## src/rtl/clock_ctrl.sv

```systemverilog
// Time-of-day controller: 1 Hz prescaler, chained sec/min/hour counters and a
// three-state set-mode FSM (RUN / SET_HR / SET_MIN) driven by two button pulses.
module clock_ctrl #(
  parameter int CLK_HZ    = 50_000_000,
  parameter int BLINK_CYC = 12_500_000
) (
  input  logic       iClk,
  input  logic       iRst,
  input  logic       iMode,
  input  logic       iInc,
  output logic [5:0] oSec,
  output logic [5:0] oMin,
  output logic [4:0] oHour,
  output logic [1:0] oMode,
  output logic       oBlink,
  output logic       oSecStrb,
  output logic       oDayStrb
);

  localparam int PW = (CLK_HZ > 2) ? $clog2(CLK_HZ) : 1;
  localparam int BW = (BLINK_CYC > 1) ? $clog2(BLINK_CYC) : 1;
  localparam logic [PW-1:0] PRE_MAX   = PW'(CLK_HZ - 1);
  localparam logic [BW-1:0] BLINK_MAX = BW'(BLINK_CYC - 1);

  typedef enum logic [1:0] {
    RUN     = 2'd0,
    SET_HR  = 2'd1,
    SET_MIN = 2'd2
  } state_t;

  state_t        state, state_nxt;
  logic [PW-1:0] pre;
  logic [BW-1:0] blink_cnt;
  logic          tick;
  logic          inc_hr;
  logic          inc_min;
  logic          to_run;
  logic          at_midnight_edge;

  // Wrap-around increments for the minute/second and hour counters.
  function automatic logic [5:0] inc_mod60(input logic [5:0] v);
    return (v == 6'd59) ? 6'd0 : v + 6'd1;
  endfunction

  function automatic logic [4:0] inc_mod24(input logic [4:0] v);
    return (v == 5'd23) ? 5'd0 : v + 5'd1;
  endfunction

  assign oMode = state;
  assign at_midnight_edge = (oSec == 6'd59) && (oMin == 6'd59) && (oHour == 5'd23);

  // State register.
  always_ff @(posedge iClk or negedge iRst) begin
    if (!iRst) state <= RUN;
    else       state <= state_nxt;
  end

  // Next-state and per-cycle control decode. A mode press in RUN suppresses
  // that cycle's tick so a strobe never lands while already in a set state.
  always_comb begin
    state_nxt = state;
    tick      = 1'b0;
    inc_hr    = 1'b0;
    inc_min   = 1'b0;
    to_run    = 1'b0;
    case (state)
      RUN: begin
        if (iMode) state_nxt = SET_HR;
        else       tick      = (pre == PRE_MAX);
      end
      SET_HR: begin
        if (iMode) state_nxt = SET_MIN;
        else       inc_hr    = iInc;
      end
      SET_MIN: begin
        if (iMode) begin
          state_nxt = RUN;
          to_run    = 1'b1;
        end else begin
          inc_min = iInc;
        end
      end
      default: state_nxt = RUN;
    endcase
  end

  // Prescaler: free-runs only in RUN, frozen in set modes, cleared on return to RUN.
  always_ff @(posedge iClk or negedge iRst) begin
    if (!iRst) begin
      pre <= '0;
    end else if (to_run) begin
      pre <= '0;
    end else if (state == RUN && !iMode) begin
      pre <= (pre == PRE_MAX) ? '0 : pre + 1'b1;
    end
  end

  // Time counters: tick-driven chain in RUN, single-field edits in set modes.
  always_ff @(posedge iClk or negedge iRst) begin
    if (!iRst) begin
      oSec  <= '0;
      oMin  <= '0;
      oHour <= '0;
    end else if (tick) begin
      oSec <= inc_mod60(oSec);
      if (oSec == 6'd59) begin
        oMin <= inc_mod60(oMin);
        if (oMin == 6'd59) oHour <= inc_mod24(oHour);
      end
    end else if (inc_hr) begin
      oHour <= inc_mod24(oHour);
    end else if (inc_min) begin
      oMin <= inc_mod60(oMin);
    end else if (to_run) begin
      oSec <= '0;
    end
  end

  // Strobes appear in the same cycle as the new seconds value.
  always_ff @(posedge iClk or negedge iRst) begin
    if (!iRst) begin
      oSecStrb <= 1'b0;
      oDayStrb <= 1'b0;
    end else begin
      oSecStrb <= tick;
      oDayStrb <= tick && at_midnight_edge;
    end
  end

  // Blink phase: restarts high on entering any set state, low in RUN.
  always_ff @(posedge iClk or negedge iRst) begin
    if (!iRst) begin
      oBlink    <= 1'b0;
      blink_cnt <= '0;
    end else if (state_nxt == RUN) begin
      oBlink    <= 1'b0;
      blink_cnt <= '0;
    end else if (state_nxt != state) begin
      oBlink    <= 1'b1;
      blink_cnt <= '0;
    end else if (blink_cnt == BLINK_MAX) begin
      oBlink    <= ~oBlink;
      blink_cnt <= '0;
    end else begin
      blink_cnt <= blink_cnt + 1'b1;
    end
  end

endmodule
```

## config.mk

```make
export PLATFORM = sky130hd
export DESIGN_NAME = clock_ctrl
export DESIGN_NICKNAME = d
export VERILOG_FILES = /design/src/rtl/clock_ctrl.sv
export SDC_FILE = /design/constraint.sdc
export NUM_CORES = 1
export LEC_CHECK = 0
export ABC_CLOCK_PERIOD_IN_PS = 2500
export CAP_MARGIN = 20
export CORE_ASPECT_RATIO = 2
export CORE_MARGIN = 2
export CORE_UTILIZATION = 50
export CTS_CLUSTER_DIAMETER = 60
export DETAILED_ROUTE_END_ITERATION = 10
export PLACE_DENSITY = 0.69
export SLEW_MARGIN = 20
export SYNTH_ARGS = -nofsm -noshare
export SYNTH_HDL_FRONTEND = slang
export SYNTH_SLANG_ARGS = --single-unit
```

## constraint.sdc

```tcl
create_clock -name iClk -period 2.5 [get_ports iClk]
set_input_delay 0.5 -clock iClk [delete_from_list [all_inputs] [get_ports iClk]]
set_output_delay 0.5 -clock iClk [all_outputs]
set_load 0.01 [all_outputs]
```

---- Yosys cells after proc, flatten, opt, wreduce, memory -nomap -nowiden ----
Cells that the tools add are included.
word-level totals
  register bits after elaboration ......... 72
  bits of input ports ..................... 4
  output and inout port bits .............. 22
  logic and storage cells ................. 77
cells by class
  $add $sub $neg .......................... 5
  equal/unequal tests ..................... 12
  mux-type cells .......................... 35
  bitwise operators ....................... 1
  reduce and logical (&&, ||, !) cells .... 15
operators with widths
  kind                                                    count
  two-way mux 26 bit                                      3
  two-way mux 24 bit                                      3
  two-way mux 6 bit                                       10
  adder 26 x 1 -> 26 bit (second input constant)          1
  equality test 26 bit (second input constant)            1
  two-way mux 5 bit                                       5
  adder 24 x 1 -> 24 bit (second input constant)          1
  equality test 24 bit (second input constant)            1
  adder 6 x 1 -> 6 bit (second input constant)            2
  equality test 6 bit (second input constant)             2
  two-way mux 1 bit                                       10
  AND reduction 3 bit                                     3
  nonzero test 2 bit                                      4
  two-way mux 2 bit                                       3
  case mux 2 bit (3 select lines)                         1
  adder 5 x 1 -> 5 bit (second input constant)            1
  equality test 5 bit (second input constant)             1
  logical AND 1 bit                                       4
  logical NOT 2 bit                                       2
  inequality test 2 x 1 -> 1 bit (second input constant)  2
  inequality test 2 bit (second input constant)           2
  nonzero test 3 bit                                      1
  equality test 2 x 1 -> 1 bit (second input constant)    1
  equality test 2 bit (second input constant)             1
  other kinds (3)                                         3

---- Longest topological paths before layout ----
Gate-level depths: netlist (run 1).
  word-level depth ........................ 6
  mapped depth ............................ 7
  depth with buffers taken out ............ 6

---- Least setup slack after synthesis (run 1) ----
Ideal clock, no wire load.
  path kind ............................... register to register
  start ................................... reg pre[0]
  end ..................................... reg oMin[3]
  library setup time ...................... 135 ps
  arrival time ............................ 1847 ps
  data required time ...................... 2365 ps
  slack ................................... 519 ps
  cell stages (with the launch flop) ...... 7
  path buffers ............................ 0
  clock period less this slack ............ 1981 ps
  cell sequence ........................... dfrtp_1 > ha_1 > nand3_2 > or3_4 > o41a_1 > o41ai_2 > o31ai_1
on the way
  word-level cells in the longest chain between the ends .. 5
  elaborated cells between the ends (all ways) .. 8
  those cells by class .................... 3 x eq/ne; 3 x mux; 2 x reduce/logical
RTL lines
  item                                                                    line  RTL
  start: declaration                                                      32    logic [PW-1:0] pre;
  start signal: assignment                                                94    pre <= (pre == PRE_MAX) ? '0 : pre + 1'b1;
  equality test 26 bit *                                                  69    else tick = (pre == PRE_MAX);
  two-way mux 1 bit *                                                     68    if (iMode) state_nxt = SET_HR;
  two-way mux 1 bit *                                                     66    case (state)
  inequality test 2 x 1 -> 1 bit (no line), or another cell as far along  -
  AND reduction 3 bit (no line)                                           -
  end signal: assignment                                                  107   oMin <= inc_mod60(oMin);
  end signal: assignment                                                  113   oMin <= inc_mod60(oMin);
  end: declaration                                                        12    output logic [5:0] oMin,
Every way passes the cells marked *; elsewhere a longest branch is shown, timed or not.
A chain may end at the register's enable or synchronous reset.

---- Worst setup path in the final report (run 1) ----
  start ................................... reg pre[10]
  end ..................................... reg pre[21]
on the way
  word-level cells in the longest chain between the ends .. 4
  elaborated cells between the ends (all ways) .. 5
  those cells by class .................... 1 x add/sub; 1 x eq/ne; 3 x mux
RTL lines
  item                                                            line  RTL
  adder 26 x 1 -> 26 bit or equality test 26 bit (tied branches)  94
  two-way mux 26 bit *                                            94
  two-way mux 26 bit *                                            93    end else if (state == RUN && !iMode) begin
  two-way mux 26 bit *                                            91    end else if (to_run) begin
Every way passes the cells marked *; elsewhere a longest branch is shown, timed or not. The select of a mux whose other input is x is not followed.

==> results.cfg, run 1 <==
[outcome]
status = finished, final reports clean

[global_routing]
antenna_found_initial = 0
grt_start_max_net_pins = 73
grt_pass1_vias = 3299
grt_first_pass_wirelength_um = 15900
gr-total-overflow = 0
grt_util_all_layers = 0.237

[worst_setup_path]
crit_path_top_delay_cell = a21o_1
max_stage_delay_ns = 0.59
path_max_fanout = 22
worstSetupStartpointType = flip-flop
crit_chain = nor4_4 > and4_1 > a21o_1 > o21ai_0 > a22o_1
timing.rr.start = pre[10]$_DFFE_PN0P_
crit_path_end_kind = flip-flop
critPathKind = flip-flop to flip-flop
r2r_slack_ns = 0.22
arrival_ns = 2.50
crit_required_ns = 2.72
cp-startpoint = pre[10]$_DFFE_PN0P_

[route]
viasPerCell = 5.81
ant_nets = 0
route.vias.total = 3273
wl_met1_um = 3450
wl_um = 9430
highest_layer = met4
drt_iter0_drc = 217
drcViolationCount = 0
first_pass_iters = 4
wl_met3_um = 273
wl_per_cell_um = 16.8
wl_met2_um = 5510

[synthesis]
ys_seq_elements = 72
yosysUniqueCellTypes = 59
synth_nets = 433
synth-main-ff-cell = dfrtp_1
synth_mux_area_frac = 0.0265
synthTopCellsByArea = dfrtp_1, nor2_1, xnor2_1
synth_top_family_by_area = simple AND/OR/NAND/NOR gates
synth-xor-area-share = 0.0627
syn_inst = 424
synth_fa_ha_area_frac = 0.0154
syn_avg_cell_area_um2 = 9.56
netlist_area_um2 = 4050
synth-simple-area-share = 0.281
synth-compound-area-share = 0.138
synth_edf_count = 0
ys_seq_area_frac = 0.444
synth_top_area_cell = dfrtp_1
ys_async_sr_fraction = 1.00
yosys_warnings = 0
synth_top_area_frac = 0.444

[timing]
fin_crit_sh = 0.911
setup_viol = 0
slew_headroom = 0.544
setup_tns_ns = 0
hold_viol = 0
rsz0062_at_grt = false
fin_skew_ns = 0.00633
clock.fmax_mhz = 439
worst_pin_slew_ns = 0.684
period_needed_ns = 2.28
slew_viol_final = 0

[pwr]
finalPower_mw = 3.92
p_int_mw = 2.60
swShare = 0.336
powerDensity_nw_per_um2 = 819
p_seq_frac = 0.382
combPwrFrac = 0.318
max-vdd-ir-drop_v = 0.000598
cellLeakagePower_nw = 1.99
p_clk_frac = 0.300
p_sw_mw = 1.32

[floorplan]
die_height_um = 131
die_area_um2 = 8890
rows = 46
start_util = 0.514
ios = 26
fp.dieW_um = 67.7
core_area_um2 = 7890

[layout]
nNetsFinal = 472
stdcell_count = 563
final_util = 0.607
drive_above_1_share = 0.120
fillers = 659
antenna-diode-count = 0
syn_to_final_growth_pct = 18.1

[placement]
placed_cells = 548
gp_congestion = 0.818
portBuffers = 25
dp.final_hpwl_um = 6910

[clock_network]
clock-sinks = 72
cts_hold_buf = 0
cts_resized = 0
tritoncts = yes
clockBufferDepth = 2
cts_root_buf = clkbuf_16
numCtsBuffers = 9
clk_latency_ns = 0.33
post_cts_buffers = 0
path_clk_slew_ns = 0.06
cts-htree-levels = 3

[run]
maxCapViolCount = 0

[hold_path]
min_path_type = input pin to async pin
power groups by stage:
stage	registers, mW	clock network (mW)	logic (mW)
global route	1.52	1.26	1.39
finish	1.50	1.18	1.24
floorplan	1.54	0	0.688
global placement	1.51	0	1.24
detailed placement	1.52	0	1.26
CTS	1.50	1.20	1.26
layout make-up:
cell class                      count  area, um^2  share of cell area
Clock inverter                      3        17.5             0.00366
Sequential cell                    72        1800               0.376
Tap cell                           96         120              0.0251
Clock buffer                       12         256              0.0536
Multi-Input combinational cell    320        2120               0.444
Timing Repair Buffer               42         400              0.0836
Inverter                           18        67.6              0.0141
path summary, 6_finish.rpt:
check | depth (start not counted) | endpoint
max | 5 | pre[21]$_DFFE_PN0P_
min | 2 | blink_cnt[2]$_DFF_PN0_
max reg2reg | 5 | pre[21]$_DFFE_PN0P_
min reg2reg | 1 | blink_cnt[0]$_DFF_PN0_
max in group asynchronous | 2 | oSec[0]$_DFFE_PN0P_
min in group iClk | 1 | blink_cnt[0]$_DFF_PN0_
cells in the mapped netlist, types with 3 or more instances:
| master | n |
|---|---|
| dfrtp_1 | 72 |
| nor2_1 | 52 |
| nand2_1 | 29 |
| nand3_1 | 28 |
| xnor2_1 | 22 |
| o21ai_0 | 20 |
| inv_1 | 18 |
| a21oi_1 | 16 |
| and3_1 | 13 |
| nor3_1 | 11 |
| nand4_1 | 8 |
| and4_1 | 7 |
| buf_2 | 7 |
| o211ai_1 | 7 |
| xor2_1 | 7 |
| a21o_1 | 6 |
| clkbuf_1 | 6 |
| or3_1 | 6 |
| ha_1 | 5 |
| nor4_1 | 5 |
| a22o_1 | 4 |
| a31oi_1 | 4 |
| and2_1 | 4 |
| mux2_1 | 4 |
| mux2i_1 | 4 |
| nor2b_1 | 4 |
| nor3b_1 | 4 |
| or2_2 | 4 |
| and4b_1 | 3 |
| nor4_4 | 3 |
| o31ai_1 | 3 |
layout by cell type, fill, tap and decap left out, drive strengths merged, types with 2 or more instances in the layout:
master	instances
o41ai	3
nand4b	2
clkinv	2
nor4	10
xnor2	22
a22o	4
nand2b	2
nor2b	4
nand2	30
nand4	11
clkbuf	12
a21oi	17
clkdlybuf4s50	24
o2111ai	2
a31oi	4
and4	7
mux2i	4
nand3	29
and2	4
nor3	11
mux2	6
o211ai	7
nor2	52
nor3b	5
a41oi	2
inv	18
buf	18
and3	13
or2	4
o21ai	22
o21bai	2
or3	7
a21o	6
o31ai	3
dfrtp	72
ha	5
and4b	3
xor2	7
stage by stage:
stage               setup WS [ns]  hold slack, ns  cell area [um^2]
floorplan                   0.519           0.204              4050
global placement            0.128           0.483              4510
detailed placement         0.0801           0.504              4510
CTS                         0.227           0.185              4790
global route               0.0218           0.197              4790
finish                      0.222           0.171              4790
flip-flops by register name, summed over array words and instances (netlist names):
name       flops
oMin           6
oSec           6
pre           26
oBlink         1
oDayStrb       1
oMode          2
blink_cnt     24
oHour          5
oSecStrb       1
layer usage:
metal,up-vias,global-route usage
met3,12,0.0514
met2,57,0.426
met1,1596,0.247
li1,1608,-
met4,0,0.108
met5,-,0
worst max-delay path: cells and delay by family, from the launching register on:
| kind | cells | cell delay [ns] |
|---|---|---|
| AO/OA/AOI/OAI | 3 | 1.05 |
| AND/OR/NAND/NOR | 2 | 0.67 |
| flip-flops | 1 | 0.45 |
logic make-up after synthesis:
group,Yosys count
AND/OR/NAND/NOR,198
AO/OA/AOI/OAI,78
flip-flops,72
buffers and inverters,32
XOR/XNOR,29
multiplexers,10
adder cells (fa/ha/maj),5
No activity file was read; power rests on OpenSTA's default activity.
==> run 2, diff against run 1 <==
--- a/config.mk
+++ b/config.mk
@@ -9,10 +9,10 @@
 export CAP_MARGIN = 20
 export CORE_ASPECT_RATIO = 2
 export CORE_MARGIN = 2
-export CORE_UTILIZATION = 50
+export CORE_UTILIZATION = 40
 export CTS_CLUSTER_DIAMETER = 60
 export DETAILED_ROUTE_END_ITERATION = 10
-export PLACE_DENSITY = 0.69
+export REMOVE_ABC_BUFFERS = 1
 export SLEW_MARGIN = 20
 export SYNTH_ARGS = -nofsm -noshare
 export SYNTH_HDL_FRONTEND = slang
==> run 2 against run 1 <==
Routed wire length is 4.7% higher. Largest power group unchanged. Register-to-register slack better by 0.07 ns. First-iteration DRC count is 17% lower. Clock-buffer cell count is 2 lower. Non-clock buffer count is 1 higher. Die area is 24% higher. Highest routed layer unchanged. Hold slack worse by 0.029 ns. Fmax is 3.2% higher. Critical path depth is 1 higher. Critical path type unchanged. Sequential cell count stayed put. Utilization is 12 points lower. Sequential power hardly changed.
==> results.cfg, run 2 (synthesized netlist as in run 1, its figures left out) <==
[route]
viasPerCell = 5.42
first_pass_iters = 4
wl_um = 9870
drt_iter0_drc = 181
drcViolationCount = 0
wl_per_cell_um = 16.3
ant_nets = 0
route.vias.total = 3273

[clock_network]
tritoncts = yes
cts-htree-levels = 3
cts_root_buf = clkbuf_16
numCtsBuffers = 9
cts_resized = 0
cts_hold_buf = 0
clock-sinks = 72
path_clk_slew_ns = 0.06
clockBufferDepth = 2
clk_latency_ns = 0.34
post_cts_buffers = 0

[worst_setup_path]
crit_path_end_kind = flip-flop
crit_required_ns = 2.72
cp-startpoint = oSec[1]$_DFFE_PN0P_
path_max_fanout = 5
worstSetupStartpointType = flip-flop
crit_chain = ha_1 > and4b_1 > nand4_1 > nor4_4 > o2111ai_1 > mux2_1
max_stage_delay_ns = 0.41
critPathKind = flip-flop to flip-flop
crit_path_top_delay_cell = dfrtp_1
timing.rr.start = oSec[1]$_DFFE_PN0P_
arrival_ns = 2.43

[timing]
worst_pin_slew_ns = 0.719
rsz0062_at_grt = false
period_needed_ns = 2.21
fin_skew_ns = 0.00714
whs_ns = 0.142
fin_crit_sh = 0.883
slew_viol_final = 0
setup_tns_ns = 0
hold_viol = 0
slew_headroom = 0.516
setup_viol = 0
clock.fmax_mhz = 453

[pwr]
swShare = 0.346
p_int_mw = 2.61
cellLeakagePower_nw = 2.00
max-vdd-ir-drop_v = 0.000441
powerDensity_nw_per_um2 = 820
p_sw_mw = 1.38
p_clk_frac = 0.303
combPwrFrac = 0.320
p_seq_frac = 0.377

[floorplan]
start_util = 0.405
die_area_um2 = 11000
fp.dieW_um = 75.2
ios = 26
core_area_um2 = 10000
rows = 52
die_height_um = 146

[global_routing]
grt_start_max_net_pins = 73
gr-total-overflow = 0
antenna_found_initial = 0
grt_pass1_vias = 3290
grt_util_all_layers = 0.194
grt_first_pass_wirelength_um = 16200

[layout]
largest_reg_flops = 26
syn_to_final_growth_pct = 20.0
final_util = 0.486
antenna-diode-count = 0
top_regs = pre x26, blink_cnt x24
fillers = 976
layout_common_cells = dfrtp_1, nor2_1, nand2_1
top_register = pre
nNetsFinal = 473
final_common_cell = dfrtp_1
drive_above_1_share = 0.126

[outcome]
status = finished, final reports clean

[hold_path]
min_path_type = input pin to async pin

[placement]
gp_congestion = 0.817
dp.final_hpwl_um = 7330
portBuffers = 25

[run]
maxCapViolCount = 0
==> run 2: cell count changes in the layout (fill, tap and decap cells not counted), sizes merged <==
| cell | change |
|---|---|
| buf | +1 |
| clkbuf | -2 |
| clkinv | +2 |
| inv | +1 |
==> run 2: critical path, delay by kind of cell (launching register included) <==
family                   cells  cell delay [ns]
multiplexers                 1             0.32
AO/OA/AOI/OAI                1             0.15
adder cells (fa/ha/maj)      1             0.27
AND/OR/NAND/NOR              3             0.94
flip-flops                   1             0.41
==> run 2: layer usage <==
metal  track usage  share of wire  vias to the layer above
met4        0.0807          0.024                        0
met5             0              0                        -
met2         0.366           0.58                       42
met1         0.197           0.37                     1594
li1              -              -                     1620
met3        0.0345          0.024                       17
==> run 2: path summary, 6_finish.rpt <==
check	to	slack (ns)	cells past startpoint
worst max-delay path	oHour[3]$_DFFE_PN0P_	0.29	6
worst min register to register	blink_cnt[0]$_DFF_PN0_	0.49	1
worst min-delay path	blink_cnt[11]$_DFF_PN0_	0.14	2
min in group iClk	blink_cnt[0]$_DFF_PN0_	0.49	1
worst max register to register	oHour[3]$_DFFE_PN0P_	0.29	6
max in group asynchronous	oMin[0]$_DFFE_PN0P_	1.98	2
==> run 2: final cells by class <==
class                      count  area, um^2  share of cell area
tap                          135         169              0.0347
sequential                    72        1800               0.370
inverter                      18        67.6              0.0139
clock inverter                 6        43.8             0.00900
timing repair buffer          43         420              0.0864
multi-input combinational    320        2120               0.436
clock buffer                  10         239              0.0491
==> run 2: power groups by stage <==
stage	Sequential, mW	Combinational (mW)	Clock, mW
2_1_floorplan	1.58	0.593	0
6_report	1.50	1.28	1.21
3_3_place_gp	1.52	1.27	0
3_5_place_dp	1.52	1.29	0
4_1_cts	1.50	1.30	1.25
5_1_grt	1.53	1.42	1.31
==> run 2: metrics by stage <==
step | instance area [um^2] | setup WS, ns | power [mW] | cells
3_3_place_gp | 4580 | 0.133 | 2.78 | 588
5_1_grt | 4860 | 0.124 | 4.25 | 604
4_1_cts | 4860 | 0.292 | 4.05 | 604
2_1_floorplan | 3990 | 0.492 | 2.17 | 410
6_report | 4860 | 0.292 | 3.99 | 604
3_5_place_dp | 4580 | 0.140 | 2.81 | 588
==> run 3, diff against run 2 <==
--- a/config.mk
+++ b/config.mk
@@ -13,7 +13,7 @@
 export CTS_CLUSTER_DIAMETER = 60
 export DETAILED_ROUTE_END_ITERATION = 10
 export REMOVE_ABC_BUFFERS = 1
-export SLEW_MARGIN = 20
+export SLEW_MARGIN = 0
 export SYNTH_ARGS = -nofsm -noshare
 export SYNTH_HDL_FRONTEND = slang
 export SYNTH_SLANG_ARGS = --single-unit
==> results of run 3 <==
Same layout as run 2: the final DEF is identical, and so are final timing and power.
